===== config.mk =====
export PLATFORM = sky130hd
export DESIGN_NAME = alarm_snooze_ctrl
export DESIGN_NICKNAME = d
export VERILOG_FILES = /design/src/rtl/alarm_pkg.sv /design/src/rtl/alarm_snooze_ctrl_rise_det.sv /design/src/rtl/alarm_snooze_ctrl.sv
export SDC_FILE = /design/constraint.sdc
export NUM_CORES = 1
export LEC_CHECK = 0
export ABC_CLOCK_PERIOD_IN_PS = 2700
export BUFFER_PORTS_ARGS = -buffer_cell sky130_fd_sc_hd__buf_2
export CAP_MARGIN = 0
export CORE_MARGIN = 2
export CORE_UTILIZATION = 51
export DETAILED_ROUTE_END_ITERATION = 7
export PLACE_DENSITY_LB_ADDON = 0.05
export SLEW_MARGIN = 20
export SYNTH_ARGS = -nofsm -noshare
export SYNTH_HDL_FRONTEND = slang
export SYNTH_HIERARCHICAL = 1
export SYNTH_SLANG_ARGS = --single-unit

===== constraint.sdc =====
create_clock -name clk -period 2.7 [get_ports clk]
set_input_delay 0.27 -clock clk [delete_from_list [all_inputs] [get_ports clk]]
set_output_delay 0.27 -clock clk [all_outputs]
set_load 0.01 [all_outputs]

===== src/rtl/alarm_pkg.sv =====
// ---------------------------------------------------------------------------
// alarm_pkg
// Shared definitions for the alarm sequencing stage:
//   - state_e        : 2-bit ring state (IDLE / RING / SNOOZE), also the
//                      encoding presented on the state_o display port
//   - *_DEF          : default timing and snooze-limit values
//   - time_match()   : full minute/hour/day equality of time vs. alarm
// ---------------------------------------------------------------------------
package alarm_pkg;

  typedef enum logic [1:0] {
    ST_IDLE   = 2'd0,
    ST_RING   = 2'd1,
    ST_SNOOZE = 2'd2
  } state_e;

  localparam int RING_SEC_DEF   = 60;
  localparam int SNOOZE_SEC_DEF = 540;
  localparam int MAX_SNOOZE_DEF = 3;

  // True when the running time equals the programmed alarm time and day.
  function automatic logic time_match(
    input logic [6:0] tmin,
    input logic [6:0] thrs,
    input logic [6:0] tday,
    input logic [6:0] amin,
    input logic [6:0] ahrs,
    input logic [6:0] aday
  );
    return (tmin == amin) && (thrs == ahrs) && (tday == aday);
  endfunction

endpackage


===== src/rtl/alarm_snooze_ctrl_rise_det.sv =====
// ---------------------------------------------------------------------------
// rise_det
// One-bit rising-edge detector. The history flop is loaded with RST_VAL on
// reset; a history of 1 means a level that is already high when reset is
// released is not reported as a new edge.
// Ports:
//   clk   in   clock
//   rst_n in   asynchronous reset, active-low
//   d     in   level to watch
//   rise  out  d & !d_previous (combinational)
// ---------------------------------------------------------------------------
module rise_det #(
  parameter logic RST_VAL = 1'b1
) (
  input  logic clk,
  input  logic rst_n,
  input  logic d,
  output logic rise
);

  logic prev_q;
  logic prev_d;

  // History follows the input every cycle.
  always_comb begin
    prev_d = d;
  end

  // History register.
  always_ff @(posedge clk or negedge rst_n) begin
    if (!rst_n) begin
      prev_q <= RST_VAL;
    end else begin
      prev_q <= prev_d;
    end
  end

  assign rise = d & ~prev_q;

endmodule


===== src/rtl/alarm_snooze_ctrl.sv =====
// ---------------------------------------------------------------------------
// alarm_snooze_ctrl
// Turns the raw time==alarm condition into a managed ring: the buzzer rings
// for RING_SEC seconds, can be snoozed up to MAX_SNOOZE times (each snooze
// re-rings after SNOOZE_SEC seconds), and can be dismissed at any time.
// Ports:
//   clk         in   system clock
//   rst         in   asynchronous reset, active-low
//   sec_tick    in   one-cycle strobe per elapsed second
//   tmin/thrs/tday in  running time (7 bits each)
//   amin/ahrs/aday in  alarm time (7 bits each)
//   alarm_on    in   alarm armed (level)
//   snooze      in   snooze button (level, debounced)
//   dismiss     in   dismiss button (level, debounced)
//   buzz        out  buzzer drive, decoded from the state register
//   state_o     out  0=IDLE 1=RING 2=SNOOZE
//   snooze_cnt  out  snoozes used in the current alarm event
// ---------------------------------------------------------------------------
module alarm_snooze_ctrl
  import alarm_pkg::*;
#(
  parameter int RING_SEC   = RING_SEC_DEF,
  parameter int SNOOZE_SEC = SNOOZE_SEC_DEF,
  parameter int MAX_SNOOZE = MAX_SNOOZE_DEF
) (
  input  logic       clk,
  input  logic       rst,
  input  logic       sec_tick,
  input  logic [6:0] tmin,
  input  logic [6:0] thrs,
  input  logic [6:0] tday,
  input  logic [6:0] amin,
  input  logic [6:0] ahrs,
  input  logic [6:0] aday,
  input  logic       alarm_on,
  input  logic       snooze,
  input  logic       dismiss,
  output logic       buzz,
  output logic [1:0] state_o,
  output logic [2:0] snooze_cnt
);

  localparam int RW = $clog2(RING_SEC + 1);
  localparam int SW = $clog2(SNOOZE_SEC + 1);

  localparam logic [RW-1:0] RING_LOAD   = RW'(RING_SEC);
  localparam logic [SW-1:0] SNOOZE_LOAD = SW'(SNOOZE_SEC);
  localparam logic [RW-1:0] RING_ONE    = RW'(1);
  localparam logic [SW-1:0] SNOOZE_ONE  = SW'(1);
  localparam logic [2:0]    SNOOZE_MAX  = 3'(MAX_SNOOZE);

  state_e        state_q, state_d;
  logic [RW-1:0] ring_tmr_q, ring_tmr_d;
  logic [SW-1:0] snz_tmr_q, snz_tmr_d;
  logic [2:0]    cnt_q, cnt_d;

  logic match;
  logic match_rise;
  logic snooze_rise;
  logic dismiss_rise;
  logic abort;

  assign match = time_match(tmin, thrs, tday, amin, ahrs, aday);

  // Edge histories reset to 1 so that time and alarm both sitting at
  // 00:00 day 0 out of reset (or buttons held through reset) are not edges.
  rise_det #(.RST_VAL(1'b1)) u_match_rise (
    .clk   (clk),
    .rst_n (rst),
    .d     (match),
    .rise  (match_rise)
  );

  rise_det #(.RST_VAL(1'b1)) u_snooze_rise (
    .clk   (clk),
    .rst_n (rst),
    .d     (snooze),
    .rise  (snooze_rise)
  );

  rise_det #(.RST_VAL(1'b1)) u_dismiss_rise (
    .clk   (clk),
    .rst_n (rst),
    .d     (dismiss),
    .rise  (dismiss_rise)
  );

  // Disarming or dismissing ends the event from any active state and
  // outranks a simultaneous snooze press or second tick.
  assign abort = !alarm_on || dismiss_rise;

  // Next-state, timer and snooze-count computation.
  always_comb begin
    state_d    = state_q;
    ring_tmr_d = ring_tmr_q;
    snz_tmr_d  = snz_tmr_q;
    cnt_d      = cnt_q;

    case (state_q)
      ST_IDLE: begin
        ring_tmr_d = '0;
        snz_tmr_d  = '0;
        // Only a rising match starts an event; a match already held when
        // the alarm is armed is ignored.
        if (match_rise && alarm_on) begin
          state_d    = ST_RING;
          ring_tmr_d = RING_LOAD;
          cnt_d      = 3'd0;
        end else begin
          cnt_d      = cnt_q;
        end
      end

      ST_RING: begin
        snz_tmr_d = '0;
        if (abort) begin
          state_d    = ST_IDLE;
          ring_tmr_d = '0;
          cnt_d      = 3'd0;
        end else if (snooze_rise && (cnt_q < SNOOZE_MAX)) begin
          state_d    = ST_SNOOZE;
          ring_tmr_d = '0;
          snz_tmr_d  = SNOOZE_LOAD;
          cnt_d      = cnt_q + 3'd1;
        end else if (sec_tick) begin
          // A snooze press past the limit falls through to here and is
          // ignored; the ring keeps timing out normally.
          if (ring_tmr_q <= RING_ONE) begin
            state_d    = ST_IDLE;
            ring_tmr_d = '0;
            cnt_d      = 3'd0;
          end else begin
            ring_tmr_d = ring_tmr_q - RING_ONE;
          end
        end else begin
          ring_tmr_d = ring_tmr_q;
        end
      end

      ST_SNOOZE: begin
        ring_tmr_d = '0;
        if (abort) begin
          state_d   = ST_IDLE;
          snz_tmr_d = '0;
          cnt_d     = 3'd0;
        end else if (sec_tick) begin
          if (snz_tmr_q <= SNOOZE_ONE) begin
            state_d    = ST_RING;
            snz_tmr_d  = '0;
            ring_tmr_d = RING_LOAD;
          end else begin
            snz_tmr_d = snz_tmr_q - SNOOZE_ONE;
          end
        end else begin
          snz_tmr_d = snz_tmr_q;
        end
      end

      default: begin
        state_d    = ST_IDLE;
        ring_tmr_d = '0;
        snz_tmr_d  = '0;
        cnt_d      = 3'd0;
      end
    endcase
  end

  // State, timer and snooze-count registers.
  always_ff @(posedge clk or negedge rst) begin
    if (!rst) begin
      state_q    <= ST_IDLE;
      ring_tmr_q <= '0;
      snz_tmr_q  <= '0;
      cnt_q      <= 3'd0;
    end else begin
      state_q    <= state_d;
      ring_tmr_q <= ring_tmr_d;
      snz_tmr_q  <= snz_tmr_d;
      cnt_q      <= cnt_d;
    end
  end

  // Outputs come straight from registers so reset silences the buzzer
  // without waiting for a clock.
  assign buzz       = (state_q == ST_RING);
  assign state_o    = state_q;
  assign snooze_cnt = cnt_q;

endmodule


==> results of run 1 <==
-- cell type report --
cell class                 instances  area (um2)
timing repair buffer              57         298
tap                               46        57.6
clock buffer                       4        26.3
sequential                        24         604
inverter                          12        45.0
multi-input combinational        149        1050
fill                             305        1200
-- flip-flops by register name (all words and copies together), names as in the netlist --
signal / flops
state_o: 2
ring_tmr_q: 6
snooze_cnt: 3
u_dismiss_rise/prev_q: 1
u_snooze_rise/prev_q: 1
u_match_rise/prev_q: 1
snz_tmr_q: 10
-- synth_stat cells, types with 2 or more instances --
library cell / instances / area [um2]
clkbuf_1: 3 / 11.3
a21oi_1: 9 / 45.0
a21o_1: 2 / 15.0
and3_1: 2 / 12.5
or3_1: 3 / 18.8
inv_1: 12 / 45.0
dfrtp_1: 21 / 526
nand2b_1: 2 / 12.5
nor2b_4: 3 / 41.3
nor3_1: 9 / 45.0
nor2_1: 9 / 33.8
mux2_1: 2 / 22.5
dfstp_2: 3 / 78.8
a2bb2oi_1: 3 / 26.3
xor2_1: 17 / 149
a21boi_0: 2 / 15.0
ha_1: 9 / 113
o211ai_1: 2 / 15.0
o21ai_0: 12 / 60.1
nand2_1: 10 / 37.5
nor4_1: 7 / 43.8
nand4_1: 3 / 18.8
o21ai_1: 3 / 15.0
xnor2_1: 5 / 43.8
nand3_1: 11 / 55.1
nand3b_1: 3 / 22.5
or3b_1: 2 / 17.5
or4_1: 4 / 30.0
-- path summary, 6_finish.rpt --
check	end	slack, ns
max	snz_tmr_q[2]	0.48
min	u_snooze_rise/prev_q	0.05
max reg2reg	snz_tmr_q[2]	0.48
min reg2reg	snz_tmr_q[7]	0.54
max in group asynchronous	u_snooze_rise/prev_q	1.88
min in group asynchronous	snz_tmr_q[7]	0.44
-- worst max-delay path, delay by kind of cell (launching register included) --
family,cells,cell delay (ns)
compound gates,3,0.73
flops,1,0.47
simple gates,2,0.90
-- cell families (layout without fill, tap and decap cells) --
| group | count (synthesis) | in the layout | share of synthesized area [%] |
|---|---|---|---|
| fa+ha+maj | 9 | 9 | 6.56 |
| xor+xnor | 22 | 22 | 11.2 |
| flops | 24 | 24 | 35.2 |
| simple gates | 73 | 73 | 24.9 |
| compound gates | 43 | 43 | 17.2 |
| buf+inv | 16 | 73 | 3.57 |
| mux | 2 | 2 | 1.31 |
-- power breakdown --
part / leakage, nW / internal (mW) / switching [mW]
registers: 0.322 / 0.382 / 0.0293
clock network: 0.0150 / 0.0579 / 0.111
logic: 0.654 / 0.175 / 0.205
total: 0.990 / 0.615 / 0.345
-- per-stage QoR --
| step | cell area (um2) | hold slack (ns) |
|---|---|---|
| global placement | 2050 | 0.285 |
| finish | 2080 | 0.0451 |
| detailed placement | 2050 | 0.285 |
| floorplan | 1720 | -0.0256 |
| CTS | 2080 | 0.0395 |
| global route | 2080 | 0.0284 |
-- timing repair --
item / in CTS / in global routing
endpoints found under the hold margin: 21 / 0
hold buffers: 1 / 0
setup buffers: 0 / 0
-- per-layer routing --
| metal | wire length (um) | part of all wire, % | GRT usage (%) | vias to the layer above |
|---|---|---|---|---|
| li1 | - | - | - | 802 |
| met1 | 1690 | 43 | 28.4 | 782 |
| met2 | 1960 | 50 | 37.9 | 58 |
| met3 | 210 | 5.4 | 3.73 | 7 |
| met4 | 63 | 1.6 | 9.12 | 0 |
| met5 | 0 | 0 | 0 | - |
==> results.md, run 1 <==
* Status: complete, no violations
* Worst r2r src: snz_tmr_q[4]
* Largest net degree at the start of global routing at 25
* Post-route ant nets at 0
* Clk slew on worst S/H paths at 0.14 ns
* Finished Core Util at 63.4%
* Final cell count without fillers at 292
* Most frequent cells in the layout: 53 x buf_2, 21 x dfrtp_1, 17 x xor2_1
* Dpl ws at 0.223 ns
* WP data required at 2.91 ns
* Worst path max stage delay at 0.61 ns
* Syn avg cell area at 9.08 um2
* Clk Tree Root Cell: clkbuf_4
* YS warnings at 6
* Routed vias at 1649
* Initial core utilization at 52.3%
* Post-Syn Nets at 246
* CTS tree: built
* Die W at 62.0 um
* R2R cell count at 5
* Post-synth EDFFs at 0
* Final nets at 304
* Setup Skew at 0.00943 ns
* Crit-path cells: or4_4 > o41ai_4 > or2_1 > a2bb2oi_1 > o21ai_1
* CP Launch Point: snz_tmr_q[4]
* Detailed Route WL at 3920 um
* Clock sink total at 24
* CTS HTree Levels at 1
* Setup tns final at 0 ns
* Worst Hold Depth at 1
* Min-delay src: snooze
* Commonest non-fill, non-tap cell in the layout: buf_2
* Drt drc at 0
* Layout cell share with drive strength beyond 1 at 28.0%
* Slew Limit Fails at 0
* Min cycle time layout at 2.22 ns
* CTS Buffer Depth at 2
* Fin worst setup slack at 0.480 ns
* Initial drt markers at 134
* Top_reg_cell synth: dfrtp_1
* Crit Path Class: reg2reg
* Port buffer count at 53
* Design Power at 0.960 mW
* Initial antenna violation count at 0
* RSZ-0062 raised after global routing: false
* FF+latch count, synth at 24
* F_max at 0.451 GHz
* Placed cell count at 287
* Pwr dens at 461 nW/um2
* Area of the core at 3280 um2
* Via density at 5.65
* Max IR drop VDD at 0.300 mV
* Num ports at 54
* Leak pwr at 0.990 nW
* Post_cts resized at 0
* Synth async-reset ratio at 100%
* Worst slew pin tran at 0.540 ns
* Number of global-route vias before repair at 1511
* Final Hold Viols at 0
* CP max stage cell: or4_4
* Die Span Y at 62.0 um
* # diodes at 0
* GPL Wtd Cong at 0.852
* Sequential share of the synthesized area at 35.2%
* Tot GR Track Use at 22.5%
* Grt total ovfl at 0
* Final setup vio count at 0
* Post-DP HPWL at 3180 um
* Area growth syn-to-layout at 21.3%
* Period utilisation layout at 82.2%
* Drt wl/cell at 13.4 um
* CP max FO at 10
* First-pass GRT wire length at 6400 um
* CP arrival at 2.43 ns
* Syn Inst Count at 189
* Row cnt at 21
* CP Capture Type: flop
* Synthesized area at 1720 um2
* Library cells used by synthesis at 44
* Worst Setup Start Kind: flop
* DRT Pass-1 Iters at 4
* Die area at 3850 um2
* Maxcap violations at 0
* Hold Crit Class: in2reg
* Rel. slew slack at 64.0%
* Clock Latency Late Sink at 0.32 ns
* CTS Buf Count at 3
(Power assumes the default switching activity.)
==> run 2, diff against run 1 <==
--- a/config.mk
+++ b/config.mk
@@ -5,11 +5,11 @@
 export SDC_FILE = /design/constraint.sdc
 export NUM_CORES = 1
 export LEC_CHECK = 0
-export ABC_CLOCK_PERIOD_IN_PS = 2700
+export ABC_CLOCK_PERIOD_IN_PS = 1800
 export BUFFER_PORTS_ARGS = -buffer_cell sky130_fd_sc_hd__buf_2
 export CAP_MARGIN = 0
 export CORE_MARGIN = 2
-export CORE_UTILIZATION = 51
+export CORE_UTILIZATION = 46
 export DETAILED_ROUTE_END_ITERATION = 7
 export PLACE_DENSITY_LB_ADDON = 0.05
 export SLEW_MARGIN = 20
==> constraint.sdc (replaced) <==
create_clock -name clk -period 1.8 [get_ports clk]
set_input_delay 0.18 -clock clk [delete_from_list [all_inputs] [get_ports clk]]
set_output_delay 0.18 -clock clk [all_outputs]
set_load 0.01 [all_outputs]
==> results.md, run 2 (synthesis results as in run 1) <==
* Min-delay src: snooze (unchanged)
* Max IR drop VDD at 0.402 mV (was 0.300 mV)
* Post-DP HPWL at 3150 um (was 3180 um)
* Final setup vio count at 14 (was 0)
* Final instance area at 2650 um2 (was 2080 um2)
* Initial drt markers at 44 (was 134)
* Hold Slack at 0.0130 ns (was 0.0451 ns)
* Worst r2r src: snz_tmr_q[1] (was snz_tmr_q[4])
* Port buffer count at 53 (unchanged)
* Die W at 65.1 um (was 62.0 um)
* # diodes at 0 (unchanged)
* CP bufs+invs at 0 (unchanged)
* Leak pwr at 1.25 nW (was 0.990 nW)
* Clk slew on worst S/H paths at 0.09 ns (was 0.14 ns)
* Area of placed instances at 2320 um2 (was 2050 um2)
* Register Area at 604 um2 (unchanged)
* Rel. slew slack at 62.8% (was 64.0%)
* Via density at 5.34 (was 5.65)
* Delay-heaviest family, CP: simple AND/OR/NAND/NOR gates (unchanged)
* Initial antenna violation count at 0 (unchanged)
* Hold Crit Class: in2reg (unchanged)
* Die Span Y at 65.1 um (was 62.0 um)
* Fillers at 284 (was 305)
* Setup Skew at 0.00852 ns (was 0.00943 ns)
* Worst path max stage delay at 0.56 ns (was 0.61 ns)
* CP arrival at 2.16 ns (was 2.43 ns)
* Pwr dens at 731 nW/um2 (was 461 nW/um2)
* GPL Wtd Cong at 0.792 (was 0.852)
* Area growth syn-to-layout at 54.4% (was 21.3%)
* Fin worst setup slack at -0.142 ns (was 0.480 ns)
* CTS Buffer Depth at 2 (unchanged)
* Grt total ovfl at 0 (unchanged)
* Crit Path Class: reg2reg (unchanged)
* Post-route ant nets at 0 (unchanged)
* Failing checks: negative setup slack
* Drt wl/cell at 14.0 um (was 13.4 um)
* Area of the core at 3630 um2 (was 3280 um2)
* Clk Tree Root Cell: clkbuf_8 (was clkbuf_4)
* CTS tree: built (unchanged)
* Detailed Route WL at 4620 um (was 3920 um)
* Worst Setup Start Kind: flop (unchanged)
* Drt drc at 0 (unchanged)
* CP Capture Type: flop (unchanged)
* Setup tns final at -1.04 ns (was 0 ns)
* F_max at 0.515 GHz (was 0.451 GHz)
* Placed cell count at 320 (was 287)
* RSZ-0062 raised after global routing: true (was false)
* Clock Latency Late Sink at 0.28 ns (was 0.32 ns)
* Reg with most FFs: snz_tmr_q (unchanged)
* Maxcap violations at 0 (unchanged)
* Die area at 4240 um2 (was 3850 um2)
* Top cell by count, worst path: or4_4
* CP Launch Point: snz_tmr_q[1] (was snz_tmr_q[4])
* Slew Limit Fails at 0 (unchanged)
* Status: complete, but fails checks (was complete, no violations)
* Final nets at 341 (was 304)
* Row cnt at 22 (was 21)
* Largest net degree at the start of global routing at 25 (unchanged)
* Num ports at 54 (unchanged)
* Crit-path cells: or4_4 > or3_4 > or4_4 > a21oi_2 (was or4_4 > o41ai_4 > or2_1 > a2bb2oi_1 > o21ai_1)
* Dpl ws at -0.405 ns (was 0.223 ns)
* Tot GR Track Use at 22.8% (was 22.5%)
* Worst slew pin tran at 0.557 ns (was 0.540 ns)
* Most frequent cells in the layout: 47 x buf_2, 34 x buf_4, 21 x dfrtp_1 (was 53 x buf_2, 21 x dfrtp_1, 17 x xor2_1)
* Final cell count without fillers at 331 (was 292)
* Max reg flops at 10 (unchanged)
* WP data required at 2.02 ns (was 2.91 ns)
* Number of global-route vias before repair at 1701 (was 1511)
* Final Hold Viols at 0 (unchanged)
* Period utilisation layout at 108% (was 82.2%)
* Layout cell share with drive strength beyond 1 at 49.8% (was 28.0%)
* Commonest non-fill, non-tap cell in the layout: buf_2 (unchanged)
* DRT Pass-1 Iters at 4 (unchanged)
* Routed vias at 1766 (was 1649)
* Clock sink total at 24 (unchanged)
* Area occupied by multi-input gates at 1240 um2 (was 1050 um2)
* CP max stage cell: or4_4 (unchanged)
* First-pass GRT wire length at 7530 um (was 6400 um)
* CTS Buf Count at 3 (unchanged)
* Initial core utilization at 47.2% (was 52.3%)
* CP max FO at 4 (was 10)
* CTS HTree Levels at 1 (unchanged)
* Min cycle time layout at 1.94 ns (was 2.22 ns)
run 2: changes by cell type in the layout (fill, tap and decap cells not counted), sizes merged:
| cell | before | now |
|---|---|---|
| buf | 56 | 92 |
| bufinv | 0 | 1 |
| clkbuf | 4 | 3 |
| dlygate4sd3 | 1 | 2 |
run 2: layer usage:
layer  up-vias  part of all wire (%)  GRT usage, %
met2        52                    48          39.4
met3         4                   6.6          5.14
li1        875                     -             -
met5         -                     0             0
met1       835                    44          28.6
met4         0                   1.0          6.51
run 2: worst paths after layout:
check,to,slack (ns),cells past startpoint
max reg2reg,snz_tmr_q[7],-0.14,4
min in group asynchronous,snz_tmr_q[7],0.42,2
min,u_snooze_rise/prev_q,0.01,1
max in group asynchronous,u_match_rise/prev_q,1.00,2
max,snz_tmr_q[7],-0.14,4
min reg2reg,snooze_cnt[2],0.56,2
run 2: layout make-up:
cell class,instances,share of cell area (%)
clock buffers,3,1.56
multi-input cells,149,46.6
flip-flops and latches,24,22.8
repair buffers,94,23.9
well taps,48,2.27
inverters,12,1.70
clock inverters,1,1.13
run 2: report_power, final:
group	switching [mW]	internal (mW)
logic	0.405	0.455
registers	0.0212	0.573
clock network	0.184	0.298
run 2: through the flow:
step | total power, mW | utilization, %
final | 1.94 | 73.0
after global routing | 2.06 | 73.0
after CTS | 1.88 | 69.6
after detailed placement | 1.32 | 63.8
after global placement | 1.32 | 63.8
after floorplan | 1.03 | -
run 2: timing repair:
item | 4_1_cts | 5_1_grt
setup buffers | 4 | 1
resized for setup | 27 | 25
cloned | 0 | 0
hold buffers | 1 | 1
pin swaps | 14 | 14
setup endpoints to repair | 16 | 20
endpoints found under the hold margin | 21 | 1
==> run 3, diff against run 2 <==
--- a/config.mk
+++ b/config.mk
@@ -5,11 +5,11 @@
 export SDC_FILE = /design/constraint.sdc
 export NUM_CORES = 1
 export LEC_CHECK = 0
-export ABC_CLOCK_PERIOD_IN_PS = 1800
+export ABC_CLOCK_PERIOD_IN_PS = 2050
 export BUFFER_PORTS_ARGS = -buffer_cell sky130_fd_sc_hd__buf_2
 export CAP_MARGIN = 0
 export CORE_MARGIN = 2
-export CORE_UTILIZATION = 46
+export CORE_UTILIZATION = 51
 export DETAILED_ROUTE_END_ITERATION = 7
 export PLACE_DENSITY_LB_ADDON = 0.05
 export SLEW_MARGIN = 20
==> constraint.sdc (replaced) <==
create_clock -name clk -period 2.05 [get_ports clk]
set_input_delay 0.205 -clock clk [delete_from_list [all_inputs] [get_ports clk]]
set_output_delay 0.205 -clock clk [all_outputs]
set_load 0.01 [all_outputs]
==> results.md, run 3 (synthesis results as in run 1) <==
* Max IR drop VDD at 0.479 mV (was 0.402 mV)
* CP bufs+invs at 0 (unchanged)
* Worst slew pin tran at 0.527 ns (was 0.557 ns)
* DRT Pass-1 Iters at 4 (unchanged)
* Rel. slew slack at 64.9% (was 62.8%)
* Clock Latency Late Sink at 0.33 ns (was 0.28 ns)
* Area growth syn-to-layout at 32.3% (was 54.4%)
* First-pass GRT wire length at 6470 um (was 7530 um)
* CP max stage cell: or4_4 (unchanged)
* Initial core utilization at 52.3% (was 47.2%)
* Delay-heaviest family, CP: simple AND/OR/NAND/NOR gates (unchanged)
* Area occupied by multi-input gates at 1090 um2 (was 1240 um2)
* Crit-path cells: or4_4 > nor2_2 > a31oi_1 > a221o_1 > mux2_1 (was or4_4 > or3_4 > or4_4 > a21oi_2)
* Clk slew on worst S/H paths at 0.15 ns (was 0.09 ns)
* Final instance area at 2270 um2 (was 2650 um2)
* Pwr dens at 648 nW/um2 (was 731 nW/um2)
* CP Capture Type: flop (unchanged)
* Row cnt at 21 (was 22)
* Drt wl/cell at 13.7 um (was 14.0 um)
* Min cycle time layout at 1.99 ns (was 1.94 ns)
* Clk Tree Root Cell: clkbuf_4 (was clkbuf_8)
* Placed cell count at 296 (was 320)
* Drt drc at 0 (unchanged)
* Area of placed instances at 2120 um2 (was 2320 um2)
* Die W at 62.0 um (was 65.1 um)
* Fillers at 268 (was 284)
* Die area at 3850 um2 (was 4240 um2)
* F_max at 0.502 GHz (was 0.515 GHz)
* Hold Slack at 0.139 ns (was 0.0130 ns)
* Most frequent cells in the layout: 53 x buf_2, 19 x dfrtp_1, 17 x xor2_1 (was 47 x buf_2, 34 x buf_4, 21 x dfrtp_1)
* Initial drt markers at 104 (was 44)
* WL met2 at 2070 um (was 2230 um)
* WP data required at 2.28 ns (was 2.02 ns)
* CP arrival at 2.23 ns (was 2.16 ns)
* Clock sink total at 24 (unchanged)
* Die Span Y at 62.0 um (was 65.1 um)
* Commonest non-fill, non-tap cell in the layout: buf_2 (unchanged)
* Initial antenna violation count at 0 (unchanged)
* Post-DP HPWL at 3160 um (was 3150 um)
* Port buffer count at 53 (unchanged)
* Status: complete, no violations (was complete, but fails checks)
* GPL Wtd Cong at 0.861 (was 0.792)
* Metal3 WL at 180 um (was 305 um)
* Worst path max stage delay at 0.57 ns (was 0.56 ns)
* Dpl ws at -0.358 ns (was -0.405 ns)
* CTS tree: built (unchanged)
* Slew Limit Fails at 0 (unchanged)
* Grt total ovfl at 0 (unchanged)
* Max reg flops at 10 (unchanged)
* Crit Path Class: reg2reg (unchanged)
* Setup Skew at 0.0148 ns (was 0.00852 ns)
* Post-route ant nets at 0 (unchanged)
* Area of the core at 3280 um2 (was 3630 um2)
* Via density at 5.46 (was 5.34)
* Final Hold Viols at 0 (unchanged)
* CTS Buffer Depth at 2 (unchanged)
* Register Area at 607 um2 (was 604 um2)
* Number of global-route vias before repair at 1566 (was 1701)
* # diodes at 0 (unchanged)
* Detailed Route WL at 4190 um (was 4620 um)
* Layout cell share with drive strength beyond 1 at 35.6% (was 49.8%)
* Uppermost layer routed: met4 (unchanged)
* Hold Crit Class: in2reg (unchanged)
* Num ports at 54 (unchanged)
* Maxcap violations at 0 (unchanged)
* Leak pwr at 1.08 nW (was 1.25 nW)
* Metal-1 WL at 1880 um (was 2040 um)
* Largest net degree at the start of global routing at 25 (unchanged)
* CP max FO at 4 (unchanged)
* Setup tns final at 0 ns (was -1.04 ns)
* RSZ-0062 raised after global routing: true (unchanged)
* Worst Setup Start Kind: flop (unchanged)
* Reg with most FFs: snz_tmr_q (unchanged)
* Period utilisation layout at 97.2% (was 108%)
* CTS HTree Levels at 1 (unchanged)
* CTS Buf Count at 3 (unchanged)
* Final nets at 319 (was 341)
* Routed vias at 1675 (was 1766)
* Final cell count without fillers at 307 (was 331)
* Fin worst setup slack at 0.0565 ns (was -0.142 ns)
* Tot GR Track Use at 22.6% (was 22.8%)
* Final setup vio count at 0 (was 14)
## run 3: repair_timing
item	4_1_cts	5_1_grt
resized for setup	1	10
endpoints found under the setup margin	2	12
gates cloned	0	0
pin swaps	0	3
setup buffers	0	4
hold endpoints to repair	23	0
hold buffers	3	0
## run 3: worst reg2reg max path: cells and delay by family (launching register included)
family          cells  cell delay [ns]
simple gates        2             0.70
compound gates      2             0.42
flops               1             0.46
mux                 1             0.33
## run 3: layout make-up
type	count	area share [%]
flip-flops and latches	24	26.7
multi-input cells	149	48.0
inverters	12	1.98
clock inverters	1	1.32
clock buffers	3	0.992
well taps	46	2.53
repair buffers	72	18.5
## run 3: through the flow
step	power (mW)	utilization, %
5_1_grt	1.56	69.1
2_1_floorplan	0.860	-
4_1_cts	1.46	67.1
6_report	1.47	69.1
3_3_place_gp	1.07	64.5
3_5_place_dp	1.10	64.5
## run 3: per-layer routing
metal | up-vias | GRT usage [%]
met3 | 7 | 2.90
li1 | 829 | -
met2 | 50 | 39.3
met1 | 789 | 28.8
met5 | - | 0
met4 | 0 | 7.29
## run 3: worst paths after layout
path	start	endpoint	slack (ns)	cells after the start
setup reg to reg	snz_tmr_q[5]	state_o[1]	0.06	5
hold / removal	tmin[2]	u_match_rise/prev_q	0.14	4
setup / recovery	snz_tmr_q[5]	state_o[1]	0.06	5
hold reg to reg	snz_tmr_q[7]	snz_tmr_q[7]	0.56	2
min in group asynchronous	rst	snz_tmr_q[8]	0.36	2
max in group asynchronous	rst	snz_tmr_q[5]	1.30	2
## run 3: power breakdown
group          switching, mW  total, mW  internal [mW]
Combinational          0.306      0.591          0.285
Clock                  0.157      0.355          0.198
Sequential            0.0219      0.526          0.504
